### src/rtl/wb_rr_arbiter.sv
// Round-robin Wishbone B4 arbiter: NUM_MASTERS masters share one slave port.
// Ownership is held for a whole wbm_cyc_i cycle. A watchdog aborts stalled strobes with err.
//
// Ports:
//   wb_clk_i, wb_rst_i        clock, synchronous active-high reset
//   wbm_*_i                   packed per-master requests (master i at slice i)
//   wbm_dat_o                 read data, broadcast to all masters
//   wbm_ack_o/err_o/rty_o     per-master responses, owner only
//   wbs_*_o / wbs_*_i         shared slave port
//   grant_o                   one-hot current owner, zero when idle
module wb_rr_arbiter #(
  parameter int NUM_MASTERS = 2,
  parameter int AW          = 32,
  parameter int DW          = 32,
  parameter int TIMEOUT     = 255
) (
  input  logic                        wb_clk_i,
  input  logic                        wb_rst_i,
  input  logic [NUM_MASTERS*AW-1:0]   wbm_adr_i,
  input  logic [NUM_MASTERS*DW-1:0]   wbm_dat_i,
  input  logic [NUM_MASTERS*DW/8-1:0] wbm_sel_i,
  input  logic [NUM_MASTERS-1:0]      wbm_we_i,
  input  logic [NUM_MASTERS-1:0]      wbm_cyc_i,
  input  logic [NUM_MASTERS-1:0]      wbm_stb_i,
  input  logic [NUM_MASTERS*3-1:0]    wbm_cti_i,
  input  logic [NUM_MASTERS*2-1:0]    wbm_bte_i,
  output logic [DW-1:0]               wbm_dat_o,
  output logic [NUM_MASTERS-1:0]      wbm_ack_o,
  output logic [NUM_MASTERS-1:0]      wbm_err_o,
  output logic [NUM_MASTERS-1:0]      wbm_rty_o,
  output logic [AW-1:0]               wbs_adr_o,
  output logic [DW-1:0]               wbs_dat_o,
  output logic [DW/8-1:0]             wbs_sel_o,
  output logic                        wbs_we_o,
  output logic                        wbs_cyc_o,
  output logic                        wbs_stb_o,
  output logic [2:0]                  wbs_cti_o,
  output logic [1:0]                  wbs_bte_o,
  input  logic [DW-1:0]               wbs_dat_i,
  input  logic                        wbs_ack_i,
  input  logic                        wbs_err_i,
  input  logic                        wbs_rty_i,
  output logic [NUM_MASTERS-1:0]      grant_o
);

  localparam int IW = (NUM_MASTERS > 1) ? $clog2(NUM_MASTERS) : 1;
  localparam int SW = DW / 8;

  typedef enum logic {
    S_IDLE,
    S_BUSY
  } state_t;

  state_t        r_state;
  state_t        w_state_nxt;
  // In BUSY, r_last is also the current owner.
  logic [IW-1:0] r_last;
  logic [IW-1:0] w_last_nxt;
  logic [IW-1:0] w_hi;
  logic [IW-1:0] w_lo;
  logic [IW-1:0] w_pick;
  logic          w_hi_found;
  logic          w_lo_found;
  logic          w_found;
  logic          w_busy;
  logic          w_own_cyc;
  logic          w_own_stb;
  logic          r_abort;

  assign w_busy    = (r_state == S_BUSY);
  assign w_own_cyc = wbm_cyc_i[r_last];
  assign w_own_stb = wbm_stb_i[r_last];
  assign wbm_dat_o = wbs_dat_i;

  // Two-pass search: lowest requester above r_last wins;
  // otherwise wrap to the lowest one at or below it.
  always_comb begin
    w_hi       = '0;
    w_lo       = '0;
    w_hi_found = 1'b0;
    w_lo_found = 1'b0;
    for (int i = NUM_MASTERS - 1; i >= 0; i--) begin
      if (wbm_cyc_i[i]) begin
        if (IW'(i) > r_last) begin
          w_hi_found = 1'b1;
          w_hi       = IW'(i);
        end else begin
          w_lo_found = 1'b1;
          w_lo       = IW'(i);
        end
      end
    end
    w_found = w_hi_found | w_lo_found;
    w_pick  = w_hi_found ? w_hi : w_lo;
  end

  always_ff @(posedge wb_clk_i) begin
    if (wb_rst_i) begin
      r_state <= S_IDLE;
      r_last  <= IW'(NUM_MASTERS - 1);
    end else begin
      r_state <= w_state_nxt;
      r_last  <= w_last_nxt;
    end
  end

  always_comb begin
    w_state_nxt = r_state;
    w_last_nxt  = r_last;
    unique case (r_state)
      S_IDLE: begin
        if (w_found) begin
          w_state_nxt = S_BUSY;
          w_last_nxt  = w_pick;
        end
      end
      S_BUSY: begin
        if (!w_own_cyc) begin
          if (w_found) begin
            w_last_nxt = w_pick;
          end else begin
            w_state_nxt = S_IDLE;
          end
        end
      end
      default: w_state_nxt = S_IDLE;
    endcase
  end

  always_comb begin
    grant_o   = '0;
    wbs_adr_o = '0;
    wbs_dat_o = '0;
    wbs_sel_o = '0;
    wbs_we_o  = 1'b0;
    wbs_cyc_o = 1'b0;
    wbs_stb_o = 1'b0;
    wbs_cti_o = '0;
    wbs_bte_o = '0;
    if (w_busy) begin
      grant_o[r_last] = 1'b1;
      wbs_adr_o = wbm_adr_i[r_last*AW +: AW];
      wbs_dat_o = wbm_dat_i[r_last*DW +: DW];
      wbs_sel_o = wbm_sel_i[r_last*SW +: SW];
      wbs_we_o  = wbm_we_i[r_last];
      wbs_cyc_o = w_own_cyc & ~r_abort;
      wbs_stb_o = w_own_stb & ~r_abort;
      wbs_cti_o = wbm_cti_i[r_last*3 +: 3];
      wbs_bte_o = wbm_bte_i[r_last*2 +: 2];
    end
    // A late slave ack in the abort cycle is dropped.
    wbm_ack_o = grant_o & {NUM_MASTERS{wbs_ack_i & ~r_abort}};
    wbm_rty_o = grant_o & {NUM_MASTERS{wbs_rty_i & ~r_abort}};
    wbm_err_o = grant_o & {NUM_MASTERS{wbs_err_i | r_abort}};
  end

  if (TIMEOUT > 0) begin : g_wd
    localparam int CW = (TIMEOUT > 1) ? $clog2(TIMEOUT) : 1;
    localparam logic [CW-1:0] TMAX = CW'(TIMEOUT - 1);

    logic [CW-1:0] r_cnt;
    logic          w_stall;

    assign w_stall = w_busy & w_own_cyc & w_own_stb & ~r_abort &
                     ~(wbs_ack_i | wbs_err_i | wbs_rty_i);

    always_ff @(posedge wb_clk_i) begin
      if (wb_rst_i) begin
        r_cnt   <= '0;
        r_abort <= 1'b0;
      end else if (!w_stall) begin
        r_cnt   <= '0;
        r_abort <= 1'b0;
      end else if (r_cnt == TMAX) begin
        r_cnt   <= '0;
        r_abort <= 1'b1;
      end else begin
        r_cnt   <= r_cnt + 1'b1;
        r_abort <= 1'b0;
      end
    end
  end else begin : g_nowd
    assign r_abort = 1'b0;
  end

endmodule

### config.mk
export PLATFORM = sky130hd
export DESIGN_NAME = wb_rr_arbiter
export DESIGN_NICKNAME = d
export VERILOG_FILES = /design/src/rtl/wb_rr_arbiter.sv
export SDC_FILE = /design/constraint.sdc
export NUM_CORES = 1
export LEC_CHECK = 0
export CORE_AREA = 2 2 118 120
export CTS_BUF_LIST = sky130_fd_sc_hd__clkbuf_16
export CTS_CLUSTER_SIZE = 25
export DETAILED_ROUTE_END_ITERATION = 6
export DIE_AREA = 0 0 120 122
export MAX_ROUTING_LAYER = met4
export SLEW_MARGIN = 15
export SYNTH_ARGS = -nofsm -noshare
export SYNTH_HDL_FRONTEND = slang
export SYNTH_SLANG_ARGS = --single-unit
export TNS_END_PERCENT = 100
### constraint.sdc
create_clock -name wb_clk_i -period 3.53 [get_ports wb_clk_i]
set_clock_uncertainty 0.05 [all_clocks]
set_input_delay 0.706 -clock wb_clk_i [delete_from_list [all_inputs] [get_ports wb_clk_i]]
set_output_delay 0.706 -clock wb_clk_i [all_outputs]
set_load 0.03 [all_outputs]
==> results of run 1 <==
power breakdown:
group          leakage (nW)  switching, mW  internal (mW)  total, mW
Combinational          1.83          0.272          0.340      0.611
Sequential           0.0894        0.00209          0.127      0.129
Clock                0.0423         0.0545          0.149      0.203
cells in the final DEF, fill, tap and decap left out, drive strengths merged, types with 4 or more instances in the layout:
master,instances
clkdlybuf4s50,240
mux2i,76
nor2b,74
nor2,12
dfxtp,11
nor3,6
nand2b,5
nand2,4
nand3,4
inv,4
synth_stat cells, drive strengths merged:
library cell,n
xnor2,1
mux2i,76
ha,2
nand3,4
a21oi,1
o21bai,1
a211oi,3
nor2,12
nor3,6
o21ai,3
clkbuf,8
inv,3
dfxtp,11
or4,2
nand2,4
buf,42
a21boi,1
xor2,2
nand4,1
nand2b,5
or3,3
nor2b,74
registers in the layout, summed over array words and instances (netlist names):
name	cells
g_wd.r_cnt	8
r_abort	1
r_last	1
r_state	1
area by class of cell:
class | instances | area (um2)
fill | 1389 | 8940
clock buffer | 3 | 75.1
tap | 180 | 225
clock inverter | 1 | 3.75
sequential | 11 | 225
timing repair buffer | 243 | 2460
multi-input combinational | 201 | 1560
inverter | 3 | 11.3
worst max-delay path, stage by stage:
cell and delay (ns):
clkdlybuf4s50_1 0.45, mux2i_1 0.06, nor2b_1 0.21, clkdlybuf4s50_1 0.71
worst max-delay path by stage:
stage                   from             to  slack, ns  depth (start not counted)
6_report       wbm_dat_i[63]  wbs_dat_o[31]       0.63                          4
5_1_grt         wbm_sel_i[1]   wbs_sel_o[1]       0.57                          4
4_1_cts        wbm_dat_i[63]  wbs_dat_o[31]       0.62                          4
3_5_place_dp   wbm_dat_i[63]  wbs_dat_o[31]       0.64                          4
3_3_place_gp   wbm_dat_i[63]  wbs_dat_o[31]       0.61                          4
2_1_floorplan         r_last  wbs_adr_o[14]       1.25                          5
metrics by stage:
| stage | hold slack (ns) | total power, mW | cell area (um2) |
|---|---|---|---|
| final | 0.457 | 0.943 | 4560 |
| after global routing | 0.490 | 0.990 | 4560 |
| after floorplan | 0.408 | 0.483 | 2120 |
| after CTS | 0.454 | 0.959 | 4560 |
| after detailed placement | 0.436 | 0.747 | 4480 |
| after global placement | 0.440 | 0.744 | 4480 |
cells by family (layout without fill, tap and decap cells):
group | count (synthesis) | after routing | share of synthesized area (%)
compound gates | 9 | 9 | 3.43
simple gates | 111 | 111 | 31.9
fa+ha+maj | 2 | 2 | 1.18
mux | 76 | 76 | 35.9
buf+inv | 53 | 250 | 16.0
xor+xnor | 3 | 3 | 1.24
flops | 11 | 11 | 10.4
layer usage:
metal	routed length (um)	up-vias
met4	161	0
met2	4270	152
li1	-	1248
met5	0	-
met1	3670	1097
met3	708	22
==> impl_results.html, run 1 <==
<table>
<tr><th>Metric</th><th>Value</th></tr>
<tr><th colspan="2">Outcome</th></tr>
<tr><td>Result of the run</td><td>complete, no violations</td></tr>
<tr><th colspan="2">Global route</th></tr>
<tr><td>Number of antenna violations at the first check in global routing</td><td>0</td></tr>
<tr><td>Combined global-route utilization of all metal layers</td><td>10.9%</td></tr>
<tr><td>Met3 demand-to-capacity share in global routing</td><td>1.73%</td></tr>
<tr><td>Sum of overflow across all layers after global routing</td><td>0</td></tr>
<tr><td>Maximum number of pins on one net before global-route repair</td><td>80</td></tr>
<tr><td>GRT met2 Usage</td><td>18.8%</td></tr>
<tr><td>Wire length of the first global-routing pass</td><td>12.6 mm</td></tr>
<tr><td>Grt met1 use</td><td>13.1%</td></tr>
<tr><td>GRT Max-Usage Layer</td><td>met2</td></tr>
<tr><td>Number of global-route vias before repair</td><td>2565</td></tr>
<tr><th colspan="2">CTS</th></tr>
<tr><td>Post-CTS Setup Inserts</td><td>0</td></tr>
<tr><td>Number of clock buffers inserted by TritonCTS</td><td>3</td></tr>
<tr><td>Number of gates resized after cts</td><td>0</td></tr>
<tr><td>Htree depth</td><td>1</td></tr>
<tr><td>Clock tree from TritonCTS</td><td>built</td></tr>
<tr><td>Clk sink count</td><td>11</td></tr>
<tr><td>Longest Clk Path Bufs</td><td>2</td></tr>
<tr><td>Worst-Skew Late Latency</td><td>0.24 ns</td></tr>
<tr><td>Clock input transition at the sequential cells of the worst setup and hold paths</td><td>0.04 ns</td></tr>
<tr><td>Clock root buffer master</td><td>clkbuf_16</td></tr>
<tr><td>Hold buffer count at CTS</td><td>0</td></tr>
<tr><th colspan="2">Floorplan</th></tr>
<tr><td>I/O pin count</td><td>305</td></tr>
<tr><td>Core area</td><td>0.0135 mm2</td></tr>
<tr><td>Starting Density</td><td>15.7%</td></tr>
<tr><td>Chip Height</td><td>122 um</td></tr>
<tr><td>Die area</td><td>0.0146 mm2</td></tr>
<tr><td>Width of the die</td><td>120 um</td></tr>
<tr><td>Number of core rows</td><td>43</td></tr>
<tr><th colspan="2">Critical path</th></tr>
<tr><td>RR Startpoint</td><td>r_last</td></tr>
<tr><td>Worst Setup Path Type</td><td>in -&gt; out</td></tr>
<tr><td>Worst Setup End Kind</td><td>output port</td></tr>
<tr><td>R2R Path End</td><td>g_wd.r_cnt[6]</td></tr>
<tr><td>Worst reg2reg path depth</td><td>4</td></tr>
<tr><td>Required time of the worst setup path</td><td>2.77 ns</td></tr>
<tr><td>Crit path arrival time</td><td>2.14 ns</td></tr>
<tr><td>Crit start category</td><td>input port</td></tr>
<tr><td>Largest fanout on the critical path</td><td>1</td></tr>
<tr><td>Setup slack, reg-to-reg</td><td>1.62 ns</td></tr>
<tr><th colspan="2">Placement</th></tr>
<tr><td>Global placer's final weighted congestion</td><td>0.732</td></tr>
<tr><td>Post-detailed-placement half-perimeter wirelength</td><td>7.17 mm</td></tr>
<tr><td>Placement-stage worst setup slack</td><td>0.635 ns</td></tr>
<tr><td>Port buffer count</td><td>240</td></tr>
<tr><td>Post-placement cell count</td><td>638</td></tr>
<tr><th colspan="2">Route</th></tr>
<tr><td>Routed Antenna Nets</td><td>0</td></tr>
<tr><td>DRC errors left</td><td>0</td></tr>
<tr><td>DRC violation total after the first TritonRoute iteration</td><td>85</td></tr>
<tr><td>Total via count after detailed routing</td><td>2519</td></tr>
<tr><td>Number of vias per cell</td><td>3.92</td></tr>
<tr><td>Routed len/inst</td><td>13.7 um</td></tr>
<tr><td>Length of the first detailed-routing pass in iterations</td><td>3</td></tr>
<tr><td>Final Routed Wirelength</td><td>8.81 mm</td></tr>
<tr><th colspan="2">Yosys</th></tr>
<tr><td>Number of distinct library cells after synthesis</td><td>25</td></tr>
<tr><td>Post-Syn Instances</td><td>265</td></tr>
<tr><td>Syn Nets</td><td>456</td></tr>
<tr><td>Mean instance size in the synthesized netlist</td><td>7.99 um2</td></tr>
<tr><td>Largest area contributor in the netlist</td><td>mux2i_1</td></tr>
<tr><td>Part of the Yosys area used for sequential elements</td><td>10.4%</td></tr>
<tr><td>Area share of the leading cell type in the synthesized netlist</td><td>35.9%</td></tr>
<tr><td>Flop and latch count out of synthesis</td><td>11</td></tr>
<tr><td>Yosys warning total</td><td>0</td></tr>
<tr><td>Top area cells in the synthesized netlist</td><td>mux2i_1, nor2b_1, buf_4</td></tr>
<tr><td>Netlist area before placement</td><td>0.00212 mm2</td></tr>
<tr><th colspan="2">Hold path</th></tr>
<tr><td>Worst Hold Launch</td><td>g_wd.r_cnt[0]</td></tr>
<tr><td>Cells on Worst Hold Path</td><td>1</td></tr>
<tr><td>Worst-case hold path end point</td><td>g_wd.r_cnt[0]</td></tr>
<tr><td>Class of the most critical hold timing path</td><td>reg -&gt; reg</td></tr>
<tr><th colspan="2">Pwr</th></tr>
<tr><td>Power density of the placed cells</td><td>207 mW/mm2</td></tr>
<tr><td>Leakage dissipation</td><td>1.96 nW</td></tr>
<tr><td>Worst-case vdd ir drop</td><td>0.124 mV</td></tr>
<tr><th colspan="2">Timing</th></tr>
<tr><td>Unrepaired setup endpoints after global routing</td><td>false</td></tr>
<tr><td>Count of endpoints failing setup in the final report</td><td>0</td></tr>
<tr><td>Normalized max-slew margin</td><td>44.9%</td></tr>
<tr><td>Post-route minimum period</td><td>2.90 ns</td></tr>
<tr><td>Pins over their slew limit</td><td>0</td></tr>
<tr><td>Timing-limited maximum frequency</td><td>345 MHz</td></tr>
<tr><td>Setup TNS</td><td>0 ns</td></tr>
<tr><td>Final Worst Setup Slack</td><td>0.632 ns</td></tr>
<tr><td>Final count of hold timing violations</td><td>0</td></tr>
<tr><td>Least-Margin Pin Slew</td><td>0.824 ns</td></tr>
<tr><td>Post-route fraction of the period consumed by the critical path</td><td>82.1%</td></tr>
<tr><th colspan="2">Layout</th></tr>
<tr><td>Growth of design area from synthesis to finish</td><td>115%</td></tr>
<tr><td>Final Net Count</td><td>654</td></tr>
<tr><td>Final std cells w/o fill</td><td>642</td></tr>
<tr><td>Share of final-layout standard cells stronger than drive strength 1</td><td>4.11%</td></tr>
<tr><td>Core occupancy in the finished layout</td><td>33.8%</td></tr>
<tr><td>Number of antenna cells inserted</td><td>0</td></tr>
<tr><th colspan="2">Job</th></tr>
<tr><td>Number of max-capacitance violations reported</td><td>0</td></tr>
</table>
Note: power is estimated with default switching activity, not from simulation.
==> run 2: changes to the inputs <==
--- a/config.mk
+++ b/config.mk
@@ -5,11 +5,11 @@
 export SDC_FILE = /design/constraint.sdc
 export NUM_CORES = 1
 export LEC_CHECK = 0
-export CORE_AREA = 2 2 118 120
+export CORE_AREA = 2 2 117 119
 export CTS_BUF_LIST = sky130_fd_sc_hd__clkbuf_16
 export CTS_CLUSTER_SIZE = 25
 export DETAILED_ROUTE_END_ITERATION = 6
-export DIE_AREA = 0 0 120 122
+export DIE_AREA = 0 0 119 121
 export MAX_ROUTING_LAYER = met4
 export SLEW_MARGIN = 15
 export SYNTH_ARGS = -nofsm -noshare
==> constraint.sdc (replaced) <==
create_clock -name wb_clk_i -period 2.6 [get_ports wb_clk_i]
set_clock_uncertainty 0.05 [all_clocks]
set_input_delay 0.52 -clock wb_clk_i [delete_from_list [all_inputs] [get_ports wb_clk_i]]
set_output_delay 0.52 -clock wb_clk_i [all_outputs]
set_load 0.03 [all_outputs]
==> run 2 against run 1 <==
First-iteration DRC count down 69%. Flip-flop and latch count unchanged. Cell area up 3.1%. Combinational power grew 42%. Clock power increased by 35%. Highest routed layer unchanged. Utilization is 2.2 points higher. Critical path depth is the same. Largest cell class unchanged. Die area is 1.6% lower. Non-clock buffer count rose by 3. Critical endpoint is now wbs_dat_o[8]. Via count is 0.83% higher.
==> impl_results.html, run 2 (synthesized netlist as in run 1, its figures left out) <==
<table>
<tr><th>Metric</th><th>Value</th></tr>
<tr><th colspan="2">Pwr</th></tr>
<tr><td>Comb power frac</td><td>65.7%</td></tr>
<tr><td>Power density of the placed cells</td><td>280 mW/mm2</td></tr>
<tr><td>Relative contribution of the clock network to total power</td><td>20.8%</td></tr>
<tr><td>Worst-case vdd ir drop</td><td>0.195 mV</td></tr>
<tr><td>Overall power</td><td>1.32 mW</td></tr>
<tr><td>Leakage dissipation</td><td>2.07 nW</td></tr>
<tr><td>Internal Dissipation</td><td>861 uW</td></tr>
<tr><td>Switching Power</td><td>457 uW</td></tr>
<tr><td>Share of total power in sequential cells</td><td>13.5%</td></tr>
<tr><td>Switching power as a share of total power</td><td>34.6%</td></tr>
<tr><th colspan="2">CTS</th></tr>
<tr><td>Clock tree from TritonCTS</td><td>built</td></tr>
<tr><td>Worst-Skew Late Latency</td><td>0.24 ns</td></tr>
<tr><td>Clk sink count</td><td>11</td></tr>
<tr><td>Clock input transition at the sequential cells of the worst setup and hold paths</td><td>0.04 ns</td></tr>
<tr><td>Htree depth</td><td>1</td></tr>
<tr><td>Clock root buffer master</td><td>clkbuf_16</td></tr>
<tr><td>Longest Clk Path Bufs</td><td>2</td></tr>
<tr><td>Number of clock buffers inserted by TritonCTS</td><td>3</td></tr>
<tr><td>Hold buffer count at CTS</td><td>0</td></tr>
<tr><th colspan="2">Critical path</th></tr>
<tr><td>Worst Setup Path Type</td><td>reg -&gt; out</td></tr>
<tr><td>Worst reg2reg path depth</td><td>5</td></tr>
<tr><td>Crit-path cells</td><td>buf_12 &gt; mux2i_1 &gt; nor2b_1 &gt; clkdlybuf4s50_1</td></tr>
<tr><td>Crit path arrival time</td><td>1.95 ns</td></tr>
<tr><td>Worst path slowest cell</td><td>clkdlybuf4s50_1</td></tr>
<tr><td>R2R Path End</td><td>g_wd.r_cnt[6]</td></tr>
<tr><td>Setup slack, reg-to-reg</td><td>0.75 ns</td></tr>
<tr><td>RR Startpoint</td><td>r_last</td></tr>
<tr><td>Required time of the worst setup path</td><td>2.03 ns</td></tr>
<tr><td>Critical path's largest stage delay</td><td>0.69 ns</td></tr>
<tr><td>Largest fanout on the critical path</td><td>35</td></tr>
<tr><td>Crit start category</td><td>flop</td></tr>
<tr><td>Worst Setup End Kind</td><td>output port</td></tr>
<tr><th colspan="2">Global route</th></tr>
<tr><td>Number of antenna violations at the first check in global routing</td><td>0</td></tr>
<tr><td>Combined global-route utilization of all metal layers</td><td>11.9%</td></tr>
<tr><td>Maximum number of pins on one net before global-route repair</td><td>48</td></tr>
<tr><td>Sum of overflow across all layers after global routing</td><td>0</td></tr>
<tr><td>Wire length of the first global-routing pass</td><td>13.5 mm</td></tr>
<tr><td>Number of global-route vias before repair</td><td>2707</td></tr>
<tr><th colspan="2">Route</th></tr>
<tr><td>DRC errors left</td><td>0</td></tr>
<tr><td>Final Routed Wirelength</td><td>9.25 mm</td></tr>
<tr><td>Routed Antenna Nets</td><td>0</td></tr>
<tr><td>Length of the first detailed-routing pass in iterations</td><td>2</td></tr>
<tr><td>Number of vias per cell</td><td>3.96</td></tr>
<tr><td>DRC violation total after the first TritonRoute iteration</td><td>26</td></tr>
<tr><td>Routed len/inst</td><td>14.4 um</td></tr>
<tr><td>Total via count after detailed routing</td><td>2540</td></tr>
<tr><th colspan="2">Floorplan</th></tr>
<tr><td>Starting Density</td><td>16.2%</td></tr>
<tr><td>Die area</td><td>0.0144 mm2</td></tr>
<tr><td>I/O pin count</td><td>305</td></tr>
<tr><td>Chip Height</td><td>121 um</td></tr>
<tr><td>Core area</td><td>0.0131 mm2</td></tr>
<tr><td>Number of core rows</td><td>42</td></tr>
<tr><td>Width of the die</td><td>119 um</td></tr>
<tr><th colspan="2">Placement</th></tr>
<tr><td>Standard cell area after detailed placement</td><td>0.00462 mm2</td></tr>
<tr><td>Port buffer count</td><td>240</td></tr>
<tr><td>Placement-stage worst setup slack</td><td>0.0988 ns</td></tr>
<tr><td>Global placer's final weighted congestion</td><td>0.773</td></tr>
<tr><td>Post-detailed-placement half-perimeter wirelength</td><td>7.91 mm</td></tr>
<tr><td>Post-placement cell count</td><td>637</td></tr>
<tr><th colspan="2">Hold path</th></tr>
<tr><td>Class of the most critical hold timing path</td><td>reg -&gt; reg</td></tr>
<tr><td>Cells on Worst Hold Path</td><td>1</td></tr>
<tr><td>Worst-case hold path end point</td><td>g_wd.r_cnt[0]</td></tr>
<tr><td>Worst Hold Launch</td><td>g_wd.r_cnt[0]</td></tr>
<tr><th colspan="2">Timing</th></tr>
<tr><td>Post-route minimum period</td><td>2.52 ns</td></tr>
<tr><td>Setup TNS</td><td>0 ns</td></tr>
<tr><td>Least-Margin Pin Slew</td><td>0.781 ns</td></tr>
<tr><td>Count of endpoints failing setup in the final report</td><td>0</td></tr>
<tr><td>Pins over their slew limit</td><td>0</td></tr>
<tr><td>Unrepaired setup endpoints after global routing</td><td>false</td></tr>
<tr><td>Final count of hold timing violations</td><td>0</td></tr>
<tr><td>Timing-limited maximum frequency</td><td>397 MHz</td></tr>
<tr><td>Final Worst Setup Slack</td><td>0.0835 ns</td></tr>
<tr><td>Normalized max-slew margin</td><td>47.7%</td></tr>
<tr><td>Post-route fraction of the period consumed by the critical path</td><td>96.8%</td></tr>
<tr><th colspan="2">Outcome</th></tr>
<tr><td>Result of the run</td><td>complete, no violations</td></tr>
<tr><th colspan="2">Layout</th></tr>
<tr><td>Filler cells</td><td>1303</td></tr>
<tr><td>Most frequent cells in the layout</td><td>clkdlybuf4s50_1, mux2i_1, nor2b_1</td></tr>
<tr><td>Final std cells w/o fill</td><td>641</td></tr>
<tr><td>Number of antenna cells inserted</td><td>0</td></tr>
<tr><td>Largest register FFs</td><td>8</td></tr>
<tr><td>Final Net Count</td><td>657</td></tr>
<tr><td>Share of final-layout standard cells stronger than drive strength 1</td><td>9.46%</td></tr>
<tr><td>Total non-filler cell area in the finished layout</td><td>0.00470 mm2</td></tr>
<tr><td>Leading cell type in the layout, fill and taps excluded</td><td>clkdlybuf4s50_1</td></tr>
<tr><td>Largest Register</td><td>g_wd.r_cnt</td></tr>
<tr><td>Growth of design area from synthesis to finish</td><td>122%</td></tr>
<tr><th colspan="2">Job</th></tr>
<tr><td>Number of max-capacitance violations reported</td><td>0</td></tr>
</table>
[run 2: cell types whose count changed in the layout (fill, tap and decap cells not counted), sizes merged]
| cell | before | now |
|---|---|---|
| clkdlybuf4s50 | 240 | 217 |
| dlymetal6s2s | 0 | 1 |
| buf | 3 | 28 |
[run 2: timing repair]
action / CTS / global route
setup buffers: 0 / 0
endpoints found under the setup margin: 0 / 1
hold endpoints to repair: 0 / 0
gates resized for setup: 0 / 1
[run 2: worst max path at each step]
stage | from | slack, ns | to
6_report | r_last | 0.08 | wbs_dat_o[8]
3_3_place_gp | wbm_dat_i[42] | 0.10 | wbs_dat_o[10]
3_5_place_dp | wbm_dat_i[45] | 0.1 | wbs_dat_o[13]
5_1_grt | r_last | 0.008 | wbs_dat_o[25]
4_1_cts | r_last | 0.06 | wbs_dat_o[23]
2_1_floorplan | r_last | 0.51 | wbs_adr_o[14]
[run 2: stage by stage]
step                hold slack [ns]  utilization, %
floorplan                     0.408               -
global placement              0.436            35.3
detailed placement            0.442            35.3
CTS                           0.447            35.9
global route                  0.456            35.9
finish                        0.444            35.9
[run 2: critical path, delay by kind of cell (launching register included)]
| family | cells | cell delay, ns |
|---|---|---|
| mux | 1 | 0.15 |
| simple gates | 1 | 0.15 |
| buf+inv | 2 | 0.95 |
| flops | 1 | 0.43 |
[run 2: per-layer routing]
| layer | share of wire [%] | vias to the layer above | global-route usage, % | routed length, um |
|---|---|---|---|---|
| li1 | - | 1255 | - | - |
| met1 | 41 | 1101 | 13.6 | 3780 |
| met2 | 50 | 160 | 21.6 | 4620 |
| met3 | 7.8 | 24 | 2.49 | 718 |
| met4 | 1.5 | 0 | 2.46 | 138 |
| met5 | 0 | - | - | 0 |
[run 2: area by class of cell]
cell class,count,area [um2],share of cell area (%)
clock buffer,3,75.1,1.60
clock inverter,1,3.75,0.0798
inverter,3,11.3,0.239
multi-input combinational,201,1560,33.2
sequential,11,225,4.79
tap,176,220,4.68
timing repair buffer,246,2610,55.5
[run 2: power by group through the flow]
stage          clock network (mW)  logic [mW]  registers (mW)
2_1_floorplan                   0       0.479           0.176
3_3_place_gp                    0       0.871           0.181
3_5_place_dp                    0       0.875           0.181
4_1_cts                     0.284       0.880           0.178
5_1_grt                     0.291       0.914           0.178
6_report                    0.274       0.866           0.178
